## config.mk

```make
export PLATFORM = sky130hd
export DESIGN_NAME = axis_vid_out
export DESIGN_NICKNAME = d
export VERILOG_FILES = /design/src/rtl/axis_vid_out.sv
export SDC_FILE = /design/constraint.sdc
export NUM_CORES = 1
export LEC_CHECK = 0
export BUFFER_PORTS_ARGS = -buffer_cell sky130_fd_sc_hd__buf_4
export CAP_MARGIN = 20
export CORE_UTILIZATION = 40
export DETAILED_ROUTE_END_ITERATION = 12
export PLACE_DENSITY_LB_ADDON = 0.08
export SYNTH_ARGS = -nofsm -noshare
export SYNTH_HDL_FRONTEND = slang
export SYNTH_SLANG_ARGS = --single-unit
```

## constraint.sdc

```tcl
create_clock -name pixel_clk -period 2.1 [get_ports pixel_clk]
set_clock_uncertainty 0.15 [all_clocks]
set_input_delay 0.315 -clock pixel_clk [delete_from_list [all_inputs] [get_ports pixel_clk]]
set_output_delay 0.315 -clock pixel_clk [all_outputs]
set_load 0.03 [all_outputs]
```

## src/rtl/axis_vid_out.sv

```systemverilog
// AXI4-Stream video to native timed video, with a free-running raster and SOF/EOL lock FSM.
// Defining VID_OUT_ERR_CNT_EN adds the saturating err_cnt output.
module axis_vid_out #(
    parameter int DATA_WIDTH = 24,
    parameter int H_ACTIVE   = 640,
    parameter int H_FP       = 16,
    parameter int H_SYNC     = 96,
    parameter int H_BP       = 48,
    parameter int V_ACTIVE   = 480,
    parameter int V_FP       = 10,
    parameter int V_SYNC     = 2,
    parameter int V_BP       = 33,
    parameter int SYNC_POL   = 0
) (
    input  logic                  pixel_clk,
    input  logic                  rst,
    input  logic [DATA_WIDTH-1:0] s_axis_video_tdata,
    input  logic                  s_axis_video_tvalid,
    output logic                  s_axis_video_tready,
    input  logic                  s_axis_video_tuser,
    input  logic                  s_axis_video_tlast,
    output logic [DATA_WIDTH-1:0] vid_data,
    output logic                  vid_active_video,
    output logic                  vid_hsync,
    output logic                  vid_vsync,
    output logic                  vid_hblank,
    output logic                  vid_vblank,
    output logic                  locked
`ifdef VID_OUT_ERR_CNT_EN
    ,
    output logic [15:0]           err_cnt
`endif
);
    localparam int H_TOTAL = H_ACTIVE + H_FP + H_SYNC + H_BP;
    localparam int V_TOTAL = V_ACTIVE + V_FP + V_SYNC + V_BP;
    localparam int HW = (H_TOTAL > 1) ? $clog2(H_TOTAL) : 1;
    localparam int VW = (V_TOTAL > 1) ? $clog2(V_TOTAL) : 1;

    localparam logic [HW-1:0] H_LAST   = HW'(H_TOTAL - 1);
    localparam logic [HW-1:0] H_ACT    = HW'(H_ACTIVE);
    localparam logic [HW-1:0] H_EOL    = HW'(H_ACTIVE - 1);
    localparam logic [HW-1:0] HS_FIRST = HW'(H_ACTIVE + H_FP);
    localparam logic [HW-1:0] HS_LAST  = HW'(H_ACTIVE + H_FP + H_SYNC - 1);
    localparam logic [VW-1:0] V_LAST   = VW'(V_TOTAL - 1);
    localparam logic [VW-1:0] V_ACT    = VW'(V_ACTIVE);
    localparam logic [VW-1:0] VS_FIRST = VW'(V_ACTIVE + V_FP);
    localparam logic [VW-1:0] VS_LAST  = VW'(V_ACTIVE + V_FP + V_SYNC - 1);
    localparam logic          SYNC_ON  = (SYNC_POL != 0);

    typedef enum logic [1:0] {SEEK, ARMED, LOCKED} state_t;

    state_t          state, state_next;
    logic [HW-1:0]   h_cnt;
    logic [VW-1:0]   v_cnt;
    logic            h_wrap, origin, active, at_eol;
    logic            consume, underflow, framing, arm_ok;

    assign h_wrap  = (h_cnt == H_LAST);
    assign origin  = (h_cnt == '0) && (v_cnt == '0);
    assign active  = (h_cnt < H_ACT) && (v_cnt < V_ACT);
    assign at_eol  = (h_cnt == H_EOL);

    // A beat transfers when tvalid & tready on a rising edge; tready never waits on tvalid
    // except in SEEK, where an SOF beat is held back until the raster reaches (0,0).
    assign consume   = s_axis_video_tvalid & s_axis_video_tready;
    assign underflow = (state == LOCKED) & active & ~s_axis_video_tvalid;
    assign framing   = (state == LOCKED) & consume &
                       ((s_axis_video_tuser != origin) | (s_axis_video_tlast != at_eol));
    assign arm_ok    = s_axis_video_tuser & (s_axis_video_tlast == at_eol);

    always_ff @(posedge pixel_clk) begin
        if (rst) begin
            state <= SEEK;
        end else begin
            state <= state_next;
        end
    end

    always_comb begin
        state_next = state;
        case (state)
            SEEK:    if (s_axis_video_tvalid && s_axis_video_tuser) state_next = ARMED;
            ARMED:   if (consume) state_next = arm_ok ? LOCKED : SEEK;
            LOCKED:  if (underflow || framing) state_next = SEEK;
            default: state_next = SEEK;
        endcase
    end

    always_comb begin
        s_axis_video_tready = 1'b0;
        locked              = (state == LOCKED);
        if (!rst) begin
            case (state)
                SEEK:    s_axis_video_tready = ~(s_axis_video_tvalid & s_axis_video_tuser);
                ARMED:   s_axis_video_tready = origin;
                LOCKED:  s_axis_video_tready = active;
                default: s_axis_video_tready = 1'b0;
            endcase
        end
    end

    // Raster never stalls on the stream; outputs register the current raster position.
    always_ff @(posedge pixel_clk) begin
        if (rst) begin
            h_cnt            <= '0;
            v_cnt            <= '0;
            vid_data         <= '0;
            vid_active_video <= 1'b0;
            vid_hsync        <= ~SYNC_ON;
            vid_vsync        <= ~SYNC_ON;
            vid_hblank       <= 1'b0;
            vid_vblank       <= 1'b0;
        end else begin
            h_cnt <= h_wrap ? '0 : h_cnt + HW'(1);
            if (h_wrap) begin
                v_cnt <= (v_cnt == V_LAST) ? '0 : v_cnt + VW'(1);
            end
            vid_data         <= (consume && state != SEEK) ? s_axis_video_tdata : '0;
            vid_active_video <= active;
            vid_hsync        <= (h_cnt >= HS_FIRST && h_cnt <= HS_LAST) ? SYNC_ON : ~SYNC_ON;
            vid_vsync        <= (v_cnt >= VS_FIRST && v_cnt <= VS_LAST) ? SYNC_ON : ~SYNC_ON;
            vid_hblank       <= (h_cnt >= H_ACT);
            vid_vblank       <= (v_cnt >= V_ACT);
        end
    end

`ifdef VID_OUT_ERR_CNT_EN
    always_ff @(posedge pixel_clk) begin
        if (rst) begin
            err_cnt <= '0;
        end else if ((underflow || framing) && err_cnt != 16'hFFFF) begin
            err_cnt <= err_cnt + 16'd1;
        end
    end
`endif

endmodule

```

* Word level (Yosys, flattened, before mapping)
Cells that the tools add are included.
** Operators by class
- $add $sub $neg :: 2
- Magnitude comparators :: 8
- Equal/unequal tests :: 11
- Mux-type cells :: 10
- Bitwise logic cells :: 11
- Reductions and logical operators :: 14
** Operators by type and width (number)
- 10-bit equality test, second input constant :: 3
- 10-bit by 1-bit adder with 10-bit output, second input constant :: 2
- 10-bit greater-or-equal comparator, second input constant :: 2
- 10-bit by 9-bit greater-or-equal comparator with 1-bit output, second input constant :: 2
- 10-bit logical NOT :: 2
- 10-bit less-or-equal comparator, second input constant :: 1
- 10-bit by 9-bit less-or-equal comparator with 1-bit output, second input constant :: 1
- 10-bit < comparator, second input constant :: 1
- 10-bit by 9-bit < comparator with 1-bit output, second input constant :: 1
- 10-bit two-way mux :: 1
- 2-bit two-way mux :: 4
- 1-bit AND :: 7
- 1-bit logical AND :: 6
- 2-bit case mux with 3 select lines :: 1
- 2-bit != test, second input constant :: 2
- 2-bit OR reduction :: 2
- 1-bit two-way mux :: 3
- 1-bit inverter :: 3
- 1-bit case mux with 3 select lines :: 1
- 3-bit AND reduction :: 1
- 2-bit by 1-bit equality test with 1-bit output, second input constant :: 1
- 2-bit equality test, second input constant :: 1
- 2-bit logical NOT :: 1
- 1-bit != test :: 2
- other kinds (5) :: 5
** Storage, ports and cells
- Register bits :: 51
- Logic and storage cells :: 65

* Logic depth before layout (Yosys ltp)
Gate-level depths: netlist of run 1.
- Word-level depth :: 10
- Depth in mapped cells :: 8
- Depth with buffers taken out :: 7

* Worst setup path before layout of run 1
OpenSTA, ideal clock, no wires.
- Path type :: register -> output
- Start :: reg h_cnt[7]
- End :: out s_axis_video_tready
- Arrival time :: 1.919 ns
- Required time :: 1.635 ns
- Slack :: -0.284 ns
- Stages on the path, launching flop included :: 5
- Path buffers :: 0
- Cell sequence :: dfxtp_1 or2_2 a211oi_1 mux2i_1 o32ai_1
** On the way
- Cells in the longest elaborated chain, start to end :: 4
- Elaborated cells between the ends (all ways) :: 6
** Ends and longest elaborated chain
- from (decl) :: line 53 : logic [HW-1:0] h_cnt;
- from (signal assigned) :: line 114 : h_cnt <= h_wrap ? '0 : h_cnt + HW'(1);
- 10-bit < comparator / 10-bit logical NOT (equally long branches) :: line 60, 59
- 1-bit logical AND (on tied branches) :: line 60, 59
- 1-bit case mux with 3 select lines * :: line 93 : case (state)
- 1-bit two-way mux * :: line 92 : if (!rst) begin
- to (decl) :: line 19 : output logic s_axis_video_tready,
Mark *: on every way between the ends. The rest lies on a longest branch, timed or not.

* Final worst setup path of run 1
- Start :: reg h_cnt[0]
- End :: out s_axis_video_tready
The elaborated chain is that of the path after synthesis.

==> results by stage, run 1 <==
Outcome:
- The flow ran to the end, but the final reports show violations.
- The checks that failed: setup timing.

Run:
- The count of max-cap constraint violations is 0.

Logic synthesis:
- Counting flops with an async set or reset pin after synthesis yields a share of 0%.
- The register area share after synthesis is 50.09%.
- Counting distinct cell types in the post-synthesis netlist gives 43.
- The synthesized net count is 246.
- After technology mapping, the gate count stands at 212.
- By instance count, the leading cell after synthesis is dfxtp_1.
- During synthesis, Yosys emitted a total of 0 warnings.
- The most used flip-flop cell after synthesis is dfxtp_1.
- The commonest cells after synthesis are dfxtp_1, nor2_1, and2_1.
- A synthesized cell averages 9.614 µm².
- The combined area of all synthesized cells is 2038 µm².
- Counting flops and latches in the post-synthesis netlist gives 51.
- dfxtp_1 takes more of the synthesized area than any other cell.
- In this run, synthesis inferred 0 flip-flops with an integrated enable.
- The synthesized design devotes to its leading area cell type 50.09% of total area.
- Ranked by total cell area, the synthesized netlist is headed by dfxtp_1, and2_1, xor2_1.

Final layout:
- Compared with the post-synthesis result, the final layout area differs by 48.19%.
- The final cell area excluding filler cells is 3020 µm².
- In the final layout, the share of cells above drive strength 1 is 41.39%.
- The number of antenna diodes is 0.
- At the end of the flow, the number of nets in the layout was 336.
- The final standard cell count with taps included and fillers excluded is 369.

Placed design:
- The count of port buffers added during placement is 59.
- After detailed placement, the total cell area comes to 2715 µm².
- At the end of routability-driven placement, the weighted congestion stood at 0.8063.
- In this run, placement finished with an instance count of 353.
- Once detailed placement completed, the half-perimeter wirelength came to 3.146 mm.

Floorplan:
- The starting utilization of the core area is 42.31%.
- The number of top-level design ports is 60.
- In this run the vertical extent of the chip is 73.38 µm.
- The number of rows in the core area is 25.
- The width of the die is 73.38 µm.
- The floorplan step defined a die boundary enclosing 5385 µm².
- The core area is 4817 µm².

Power:
- The sequential power share is 57.1%.
- In this run switching power makes up 23.28% of total power.
- The clock network burns 30.8% of the power.
- The total net switching power is 402.0 µW.
- The maximum vdd ir drop is 0.3543 mV.
- Combinational logic is responsible for 12.0% of the overall power.
- The analysis attributes to cell leakage a power of 0.001312 µW.
- The internal portion of total power is 1325 µW.
- Dividing total power by cell area gives a power density of 571.7 nW/µm².

Worst setup path:
- The element type at the critical path end is an output pin.
- Of all nets on the critical path, the largest fanout is 2.
- The worst register-to-register path has a setup slack of -0.18 ns.
- The start point of the critical path is h_cnt[0].
- For the worst flop-to-flop path, the logic depth is 10.
- The critical path in this run is classified as reg2out.
- The worst register-to-register path ends at state[1].
- The data arrival time of the critical path is 1.83 ns.
- The endpoint of the worst setup timing path is s_axis_video_tready.
- The worst register-to-register path begins at h_cnt[0].
- The worst setup path is launched from a flop.
- The required time of the critical path is 1.63 ns.

Global route:
- The wire length of the first global-routing pass is 6.865 mm.
- The number of antenna violations at the first check in global routing was 0.
- The overall routing resource usage is 16.52%.
- The total overflow left after global routing is 0.
- The number of global-route vias before repair is 1546.
- The pin count of the biggest net entering global routing is 24.

STA:
- For the pin with the worst max-slew slack, the measured transition is 0.4197 ns.
- The final critical path takes up 109.4% of the cycle.
- Setup repair after global routing could not meet its margin everywhere.
- The least setup slack across all paths after layout is -0.1968 ns.
- Setup violations remaining at the end of the flow were counted as 25.
- The number of pins exceeding their max-slew limit in the final report is 0.
- The max-slew headroom at the worst pin is 71.96%.
- The hold violation total from the final report is 0.
- The final period demand of the worst path is 2.297 ns.
- For this run, the top clock speed supported by timing is 435.4 MHz.

Clocking:
- The tree is rooted in a clkbuf_8.
- The total clock buffers created by CTS is 5.
- The number of clock sinks seen by CTS is 51.
- At the later pin of the worst-skew pair, clock insertion delay measures 0.29 ns.
- The maximum buffer depth of the clock tree is 2.
- After clock tree synthesis, the clock-pin slew on the worst setup and hold paths is 0.09 ns.
- CTS built an H-tree with a depth of 2.
- The TritonCTS clock tree is done.

Min path:
- The min-delay analysis places its worst path in the category in2reg.

Routing:
- In the final routed layout, each cell accounts on average for 12.82 µm.
- The detailed-route wire length on metal 1 is 2.161 mm.
- The number of iterations in the first detailed-routing pass is 4.
- The uppermost layer routed is met4.
- The detailed router finished its first iteration with 85 violations.
- The final layout contains routed wiring with a total length of 4.729 mm.
- The routed length on met3 is 200 µm.
- The count of vias placed by the detailed router is 1770.
- The detailed-routed wire length on met2 is 2.326 mm.
- The count of nets left with antenna violations once routing finished came out at 0.
- The post-detailed-route DRC marker count is 0.
- In the routed layout, each cell is associated on average with a via count of 4.797.
-- cells by family (layout without fill, tap and decap cells) --
kind of cell	count (synthesis)	count (layout)	synth area share (%)
AO/OA/AOI/OAI	17	17	5.894
XOR/XNOR	17	17	7.305
adder cells (fa/ha/maj)	5	5	3.069
buffers and inverters	13	103	3.192
flip-flops	51	51	50.09
multiplexers	1	1	0.4911
AND/OR/NAND/NOR	108	108	29.96
-- area by class of cell --
type                    instances  area [µm²]
clock buffers                   5       68.82
multi-input cells             148        1080
inverters                       7       26.28
fillers                       449        1797
flip-flops and latches         51        1023
repair buffers                 89       724.4
well taps                      67       83.83
clock inverters                 2       13.76
-- worst min path at each step --
stage	endpoint	cells past startpoint	startpoint	slack [ns]
3_3_place_gp	vid_vsync	1	v_cnt[3]	0.34
6_report	vid_data[12]	2	s_axis_video_tdata[12]	0.06
5_1_grt	vid_data[1]	2	s_axis_video_tdata[1]	0.05
2_1_floorplan	vid_data[3]	2	s_axis_video_tdata[3]	0.28
3_5_place_dp	vid_vsync	1	v_cnt[3]	0.34
4_1_cts	vid_data[9]	2	s_axis_video_tdata[9]	0.05
-- state kept, by name, summed over array words and instances, names as in the netlist --
register,count
vid_data,24
h_cnt,10
v_cnt,10
state,2
vid_active_video,1
vid_hblank,1
vid_hsync,1
vid_vblank,1
vid_vsync,1
-- stage by stage --
| stage | setup TNS [ns] | total power, µW | setup WS (ns) | util [%] | hold WS [ns] |
|---|---|---|---|---|---|
| after global placement | 0 | 1166 | 0.04150 | 56.36 | 0.3415 |
| after CTS | -0.4970 | 1720 | -0.2648 | 58.94 | 0.05261 |
| after floorplan | 0 | 1088 | 0.08673 | - | 0.2788 |
| after detailed placement | 0 | 1166 | 0.02223 | 56.36 | 0.3377 |
| final | -1.410 | 1727 | -0.1968 | 62.70 | 0.06227 |
| after global routing | -3.475 | 1809 | -0.2835 | 62.70 | 0.05283 |
-- cell usage in the layout (no fill, tap or decap), drive strengths merged, types with 2 or more instances in the layout --
cell type,instances
nor2b,4
o21ai,3
nand2,17
inv,7
buf,87
clkbuf,7
nor4,5
or2,2
nand4,7
nand3,7
xnor2,4
and2,24
o32ai,2
xor2,13
ha,5
dfxtp,51
and3,4
nor2,25
nand2b,3
a21oi,3
clkinv,2
nor3,2
-- timing repair --
item	in CTS	in global routing
cloned	0	4
resized for setup	8	24
hold endpoints to repair	0	0
setup endpoints to repair	1	34
setup buffers	3	2
hold buffers	0	0
pin swaps	4	16
-- power groups by stage --
stage          combinational [µW]  clock [µW]  sequential, µW
2_1_floorplan                65.1           0            1020
3_3_place_gp                  158           0            1010
3_5_place_dp                  159           0            1010
4_1_cts                       178         556             986
5_1_grt                       223         597             989
6_report                      208         532             987
-- routing by layer --
metal,global-route usage [%],vias to the layer above
li1,-,894
met1,20.48,828
met2,28.40,44
met3,4.252,4
met4,4.487,0
met5,0,-
-- critical path: stages, from the launching register on --
cell	delay [ns]
dfxtp_2	0.33
inv_2	0.06
ha_4	0.12
or4b_4	0.46
nor4_4	0.18
nand2_2	0.11
o32ai_4	0.10
buf_6	0.17
Note: power is estimated with default switching activity, not from simulation.
==> run 2, diff against run 1 <==
Settings changed: CORE_UTILIZATION 40 to 46, MAX_ROUTING_LAYER set to met4.
==> results by stage, run 2 (synthesis results as in run 1) <==
Clocking:
- The TritonCTS clock tree is done.
- The maximum buffer depth of the clock tree is 2.
- The register clock-pin slew on the reported worst setup and hold paths is 0.09 ns.
- For the worst-skew pair, the clock arrives at the later sink with an insertion delay of 0.30 ns.
- The number of clock sinks seen by CTS is 51.
- The number of H-tree levels is 2.
- Buffers inserted during clock tree synthesis total 5.
- For this design, the CTS-stage hold fixing added 0 buffers.
- In this run the clock root is driven by a clkbuf_8.

Global route:
- For this run the aggregate overflow at the end of global routing stands at 0.
- Global routing consumed, over all layers together, 19.06% of the routing resources.
- The first global-routing pass estimated 6.299 mm of wire.
- The number of antenna violations at the first check in global routing is 0.
- The number of global-route vias before repair was 1463.
- The pin count of the biggest net entering global routing is 24.

Power:
- The maximum vdd ir drop is 0.4335 mV.
- The leakage power is 0.001275 µW.
- The areal power density over the cells is 654.5 nW/µm².

Run:
- The tool flagged a number of max-cap violations equal to 0.

Final layout:
- The largest registers in the layout are vid_data: 24 flops, h_cnt: 10 flops, v_cnt: 10 flops.
- The fraction of final layout cells with drive strength greater than 1 is 36.36%.
- For this run, the share of the core covered by cells in the final layout is 69.87%.
- The net count of the finished layout is 330.
- The count of fill cells added during filler insertion is 338.
- The register with the most flip-flops is vid_data.
- The final cell area excluding filler cells is 2875 µm².
- The library cells used most frequently in the layout, excluding fill and tap cells, are buf_4, dfxtp_1, nor2_1.
- Compared with the post-synthesis result, the final layout area differs by 41.07%.
- The register area is 1023 µm².
- The multi-input combinational cells in the finished layout cover a total of 1002 µm².
- The number of antenna diodes is 0.
- The leading cell type in the layout, fill and taps excluded is buf_4.
- The register with the most flip-flops in the layout has 24 of them.

Worst setup path:
- Of all nets on the critical path, the largest fanout is 2.
- The worst setup path is captured at an output pin.
- The critical path buffer and inverter count is 2.
- The critical path's top delay family is simple AND/OR/NAND/NOR gates.
- The critical path start-end classification is reg2out.
- The peak per-stage delay on the critical path is 0.46 ns.
- On the critical path, the stage with the largest delay is an instance of or4b_4.
- At the worst endpoint, the required time is 1.63 ns.
- Traced cell by cell, the critical path runs through inv_2 -> ha_4 -> or4b_4 -> nor4_4 -> nand2_2 -> o32ai_4 -> buf_6.
- The kind of start point of the critical path is a flop.
- At the worst endpoint, the arrival time is 1.88 ns.

Floorplan:
- The die footprint is 4701 µm².
- The core area is 4115 µm².
- The die is 68.57 µm wide.
- The vertical die dimension is 68.57 µm.
- The initialized floorplan defines 23 standard-cell rows.
- The starting utilization of the core area is 49.53%.
- The number of top-level design ports is 60.

Routing:
- After detailed routing, the average wire length per cell comes to 12.19 µm.
- The post-detailed-route DRC marker count is 0.
- The number of violations reported at the end of detailed-routing iteration 0 is 83.
- Wires add up to 4.231 mm.
- The number of iterations in the first detailed-routing pass is 4.
- The count of vias placed by the detailed router is 1709.
- Dividing the detail-routed via count by the number of cells gives 4.925.
- In this run the remaining antenna-violating nets after routing total 0.

STA:
- The hold violation total from the final report is 0.
- The number of pins exceeding their max-slew limit in the final report is 0.
- For the pin with the worst max-slew slack, the measured transition is 0.3724 ns.
- Summed over all failing endpoints, the final setup total negative slack is -0.2646 ns.
- Setup repair after global routing could not meet its margin everywhere.
- The least setup slack across all paths after layout is -0.2421 ns.
- The maximum clock rate is 427.0 MHz.
- In the finished design, the share of the clock period the worst path needs comes to 111.5%.
- The number of setup violations in the final report is 2.
- The max-slew headroom at the worst pin is 74.53%.
- The final period demand of the worst path is 2.342 ns.

Placed design:
- Routability-driven placement finished with a final weighted congestion of 0.8094.
- Summing all placed instances gives a cell area of 2686 µm².
- The sum of net half-perimeters after detailed placement is 3.034 mm.
- The count of port buffers added during placement is 59.

Min path:
- The path class of the lowest-slack min-delay path is in2reg.

Outcome:
- The final reports fail on setup timing.
- The run finished, with violations left.
[run 2: layout make-up]
class	instances	area share, %
clock buffer	6	2.872
clock inverter	2	1.349
inverter	7	0.9138
multi-input combinational	148	34.86
sequential	51	35.60
tap	50	2.176
timing repair buffer	83	22.24
[run 2: worst paths after layout]
| kind | from | depth (start not counted) | endpoint | slack, ns |
|---|---|---|---|---|
| setup / recovery | h_cnt[1] | 7 | s_axis_video_tready | -0.24 |
| hold / removal | s_axis_video_tdata[10] | 2 | vid_data[10] | 0.05 |
| setup reg to reg | h_cnt[1] | 9 | state[1] | -0.02 |
| hold reg to reg | v_cnt[0] | 2 | v_cnt[0] | 0.40 |
[run 2: through the flow]
| stage | hold WS, ns | total power [µW] | setup slack [ns] | std cells |
|---|---|---|---|---|
| detailed placement | 0.3609 | 1166 | -0.007783 | 335 |
| floorplan | 0.2788 | 1088 | 0.08673 | 212 |
| global placement | 0.3605 | 1163 | 0.03228 | 335 |
| CTS | 0.04384 | 1899 | -0.2979 | 347 |
| global route | 0.04199 | 1948 | -0.3099 | 347 |
| finish | 0.05433 | 1882 | -0.2421 | 347 |
[run 2: where the power goes]
| group | total, µW | switching, µW | internal, µW |
|---|---|---|---|
| sequential | 986 | 6.88 | 980 |
| clock | 716 | 324 | 392 |
| combinational | 180 | 78.1 | 102 |
| total | 1880 | 409 | 1470 |
[run 2: repair_timing]
item                                    CTS  global route
endpoints found under the setup margin    2            30
setup buffers                             4             0
gates resized for setup                   5             7
pin swaps                                 3             3
gates cloned                              0             0
[run 2: layer usage]
metal,vias up,part of all wire (%),global-route usage [%]
met3,6,7.4,6.250
met5,-,0,-
li1,884,-,-
met4,0,1.4,7.813
met2,55,45,28.43
met1,764,46,23.58
==> run 3, diff against run 2 <==
Settings changed: RECOVER_POWER set to 50.
==> results by stage, run 3 (synthesis results as in run 1) <==
Power:
- Combinational cells account for 9.3% of the total power.
- The overall power after layout is 1876 µW.
- The clock network fraction of total power is 38.1%.
- For this design the static power due to leakage is 0.001163 µW.
- Net switching is 21.71% of the power.
- For this design the ratio of total power to cell area is 676.2 nW/µm².
- The sequential power share is 52.6%.
- The maximum vdd ir drop is 0.4264 mV.
- The internal portion of total power is 1468 µW.
- The total net switching power is 407.2 µW.

STA:
- The max-slew headroom at the worst pin is 74.27%.
- The final period demand of the worst path is 2.340 ns.
- Setup violations remaining at the end of the flow were counted as 2.
- Setup repair after global routing could not meet its margin everywhere.
- The slew at the pin closest to its max-slew limit is 0.3763 ns.
- Once routing completed, OpenROAD measured the worst setup slack at -0.2403 ns.
- The aggregate negative setup slack is -0.2614 ns.
- The number of pins exceeding their max-slew limit in the final report came to 0.
- The share of the cycle needed by the critical path after routing is 111.4%.
- Static timing analysis puts the maximum clock frequency at 427.3 MHz.
- The hold violation total from the final report is 0.

Worst setup path:
- The reg-to-reg endpoint is state[1].
- At the worst endpoint, the required time is 1.63 ns.
- For this run, the slowest stage of the critical path takes 0.46 ns.
- Counting both buffers and inverters, the worst setup path holds a total of 2.
- Tracing the worst setup path back leads to its startpoint at h_cnt[1].
- The maximum fanout along the worst path is 2.
- The data arrival time of the critical path is 1.88 ns.
- The cell depth of the worst setup path is 7.
- The cell family contributing the most delay on the critical path is simple AND/OR/NAND/NOR gates.
- The highest-delay cell along the critical path is or4b_4.
- The kind of start point of the critical path is a flop.
- The critical path start-end classification is reg2out.
- The critical path ends at s_axis_video_tready.
- Setup slack on the worst reg-to-reg path comes out at -0.02 ns.
- The worst setup path is captured at an output pin.
- In this run the critical register-to-register path is launched from h_cnt[1].
- Traced cell by cell, the critical path runs through inv_2 -> ha_4 -> or4b_4 -> nor4_4 -> nand2_2 -> o32ai_4 -> buf_6.
- The worst register-to-register path has a depth of 9.

Final layout:
- The largest registers in the layout are vid_data: 24 flops, h_cnt: 10 flops, v_cnt: 10 flops.
- The flip-flop count of the largest register, all copies and words added is 24.
- In the layout the commonest cells are buf_4, dfxtp_1, clkbuf_1.
- Leaving out fill and tap cells, the most frequent cell in the layout is buf_4.
- The register with the most flip-flops is vid_data.
- The repair_antennas step left the layout with diodes totalling 0.
- The fraction of final layout cells with drive strength greater than 1 is 27.27%.
- Compared with the post-synthesis result, the final layout area differs by 36.10%.
- After the last flow step, the layout net total stands at 330.
- The final standard cell count with taps included and fillers excluded is 347.
- The count of fill cells added during filler insertion is 368.

Routing:
- Using the TritonRoute via totals, the vias-per-cell ratio works out to 4.948.
- The per-cell routed wire length is 12.25 µm.
- For this block, the routed nets add up to 4.250 mm of wire.
- The post-detailed-route DRC marker count is 0.
- The detailed router finished its first iteration with 76 violations.
- The detail route stage leaves a number of antenna-violating nets equal to 0.
- The first TritonRoute pass finished after 4 iterations.
- The count of vias placed by the detailed router is 1717.

Placed design:
- The placed instance count is 335.
- At the end of routability-driven placement, the weighted congestion stood at 0.8094.
- The sum of net half-perimeters after detailed placement is 3.034 mm.
- The placement-stage worst setup slack is -0.007783 ns.
- The count of port buffers added during placement is 59.

Floorplan:
- The width of the die is 68.57 µm.
- In this run the core area contains 23 standard-cell rows.
- The starting utilization of the core area is 49.53%.
- Measured along the y axis, the die boundary spans 68.57 µm.
- The number of top-level design ports is 60.
- The floorplan step defined a die boundary enclosing 4701 µm².
- The region available for standard cell placement spans 4115 µm².

Clocking:
- After clock tree synthesis, the clock-pin slew on the worst setup and hold paths is 0.09 ns.
- Counting the buffers created by CTS gives 5.
- The root buffer cell chosen for the clock tree is clkbuf_8.
- TritonCTS built the clock tree.
- The clock passes through at most 2 buffers.
- The number of clock sinks seen by CTS is 51.
- The number of H-tree levels is 2.
- For the worst-skew pair, the clock arrives at the later sink with an insertion delay of 0.30 ns.

Global route:
- The wire length of the first global-routing pass is 6.299 mm.
- The number of antenna violations at the first check in global routing is 0.
- The total overflow left after global routing is 0.
- The overall routing resource usage is 19.06%.
- The number of global-route vias before repair came to 1463.
- The pin count of the biggest net entering global routing is 24.

Run:
- The count of max-cap constraint violations is 0.

Min path:
- The path class of the lowest-slack min-delay path is in2reg.

Outcome:
- The flow ran to the end, but the final reports show violations.
- The final reports fail on setup timing.
==> run 3: cell count changes in the layout (fill, tap and decap cells not counted) <==
cell / previous run / this run
clkbuf_1: 0 / 27
buf_4: 81 / 54
==> run 3: metal layers <==
metal / share of wire [%] / vias up / wire length [µm] / GRT usage (%)
li1: - / 885 / - / -
met3: 7.2 / 5 / 307 / 6.250
met5: 0 / - / 0 / -
met4: 1.2 / 0 / 51 / 7.813
met1: 47 / 770 / 1991 / 23.58
met2: 45 / 57 / 1899 / 28.43
==> run 3: per-stage QoR <==
stage | util [%] | cell area [µm²] | hold WS, ns
CTS | 69.26 | 2850 | 0.04384
floorplan | - | 2057 | 0.2788
global placement | 65.28 | 2686 | 0.3605
detailed placement | 65.28 | 2686 | 0.3609
finish | 67.41 | 2774 | 0.05434
global route | 67.41 | 2774 | 0.04199
==> run 3: worst register-to-register path, delay by kind of cell (launching register included) <==
| family | cells | cell delay (ns) |
|---|---|---|
| XOR/XNOR | 1 | 0.11 |
| flip-flops | 1 | 0.33 |
| adder cells (fa/ha/maj) | 1 | 0.12 |
| buffers and inverters | 3 | 0.33 |
| AND/OR/NAND/NOR | 3 | 0.76 |
| AO/OA/AOI/OAI | 1 | 0.24 |
==> run 3: layout make-up <==
cell class / instances / area, µm² / share of cell area (%)
sequential: 51 / 1023 / 36.90
multi-input combinational: 148 / 1002 / 36.13
timing repair buffer: 83 / 538.0 / 19.40
clock buffer: 6 / 82.58 / 2.977
tap: 50 / 62.56 / 2.255
clock inverter: 2 / 38.79 / 1.398
inverter: 7 / 26.28 / 0.9472
==> run 3: worst min-delay path by stage <==
stage	startpoint	endpoint	slack [ns]	depth (start not counted)
after global placement	v_cnt[3]	vid_vsync	0.36	1
after detailed placement	v_cnt[3]	vid_vsync	0.36	1
after CTS	s_axis_video_tdata[15]	vid_data[15]	0.04	2
after floorplan	s_axis_video_tdata[3]	vid_data[3]	0.28	2
final	s_axis_video_tdata[10]	vid_data[10]	0.05	2
after global routing	s_axis_video_tdata[6]	vid_data[6]	0.04	2
==> run 3: timing repair <==
action | CTS | global route
pin swaps | 3 | 3
setup endpoints to repair | 2 | 30
resized for setup | 5 | 7
buffers inserted | 4 | 0
hold buffers | 0 | 0
hold endpoints to repair | 0 | 0
==> run 3: power by group through the flow <==
stage                     registers (µW)  clock network, µW  logic, µW
final                                986                714        175
after global routing                 988                767        189
after CTS                            985                737        177
after detailed placement            1010                  0        158
after global placement              1010                  0        156
after floorplan                     1020                  0       65.1
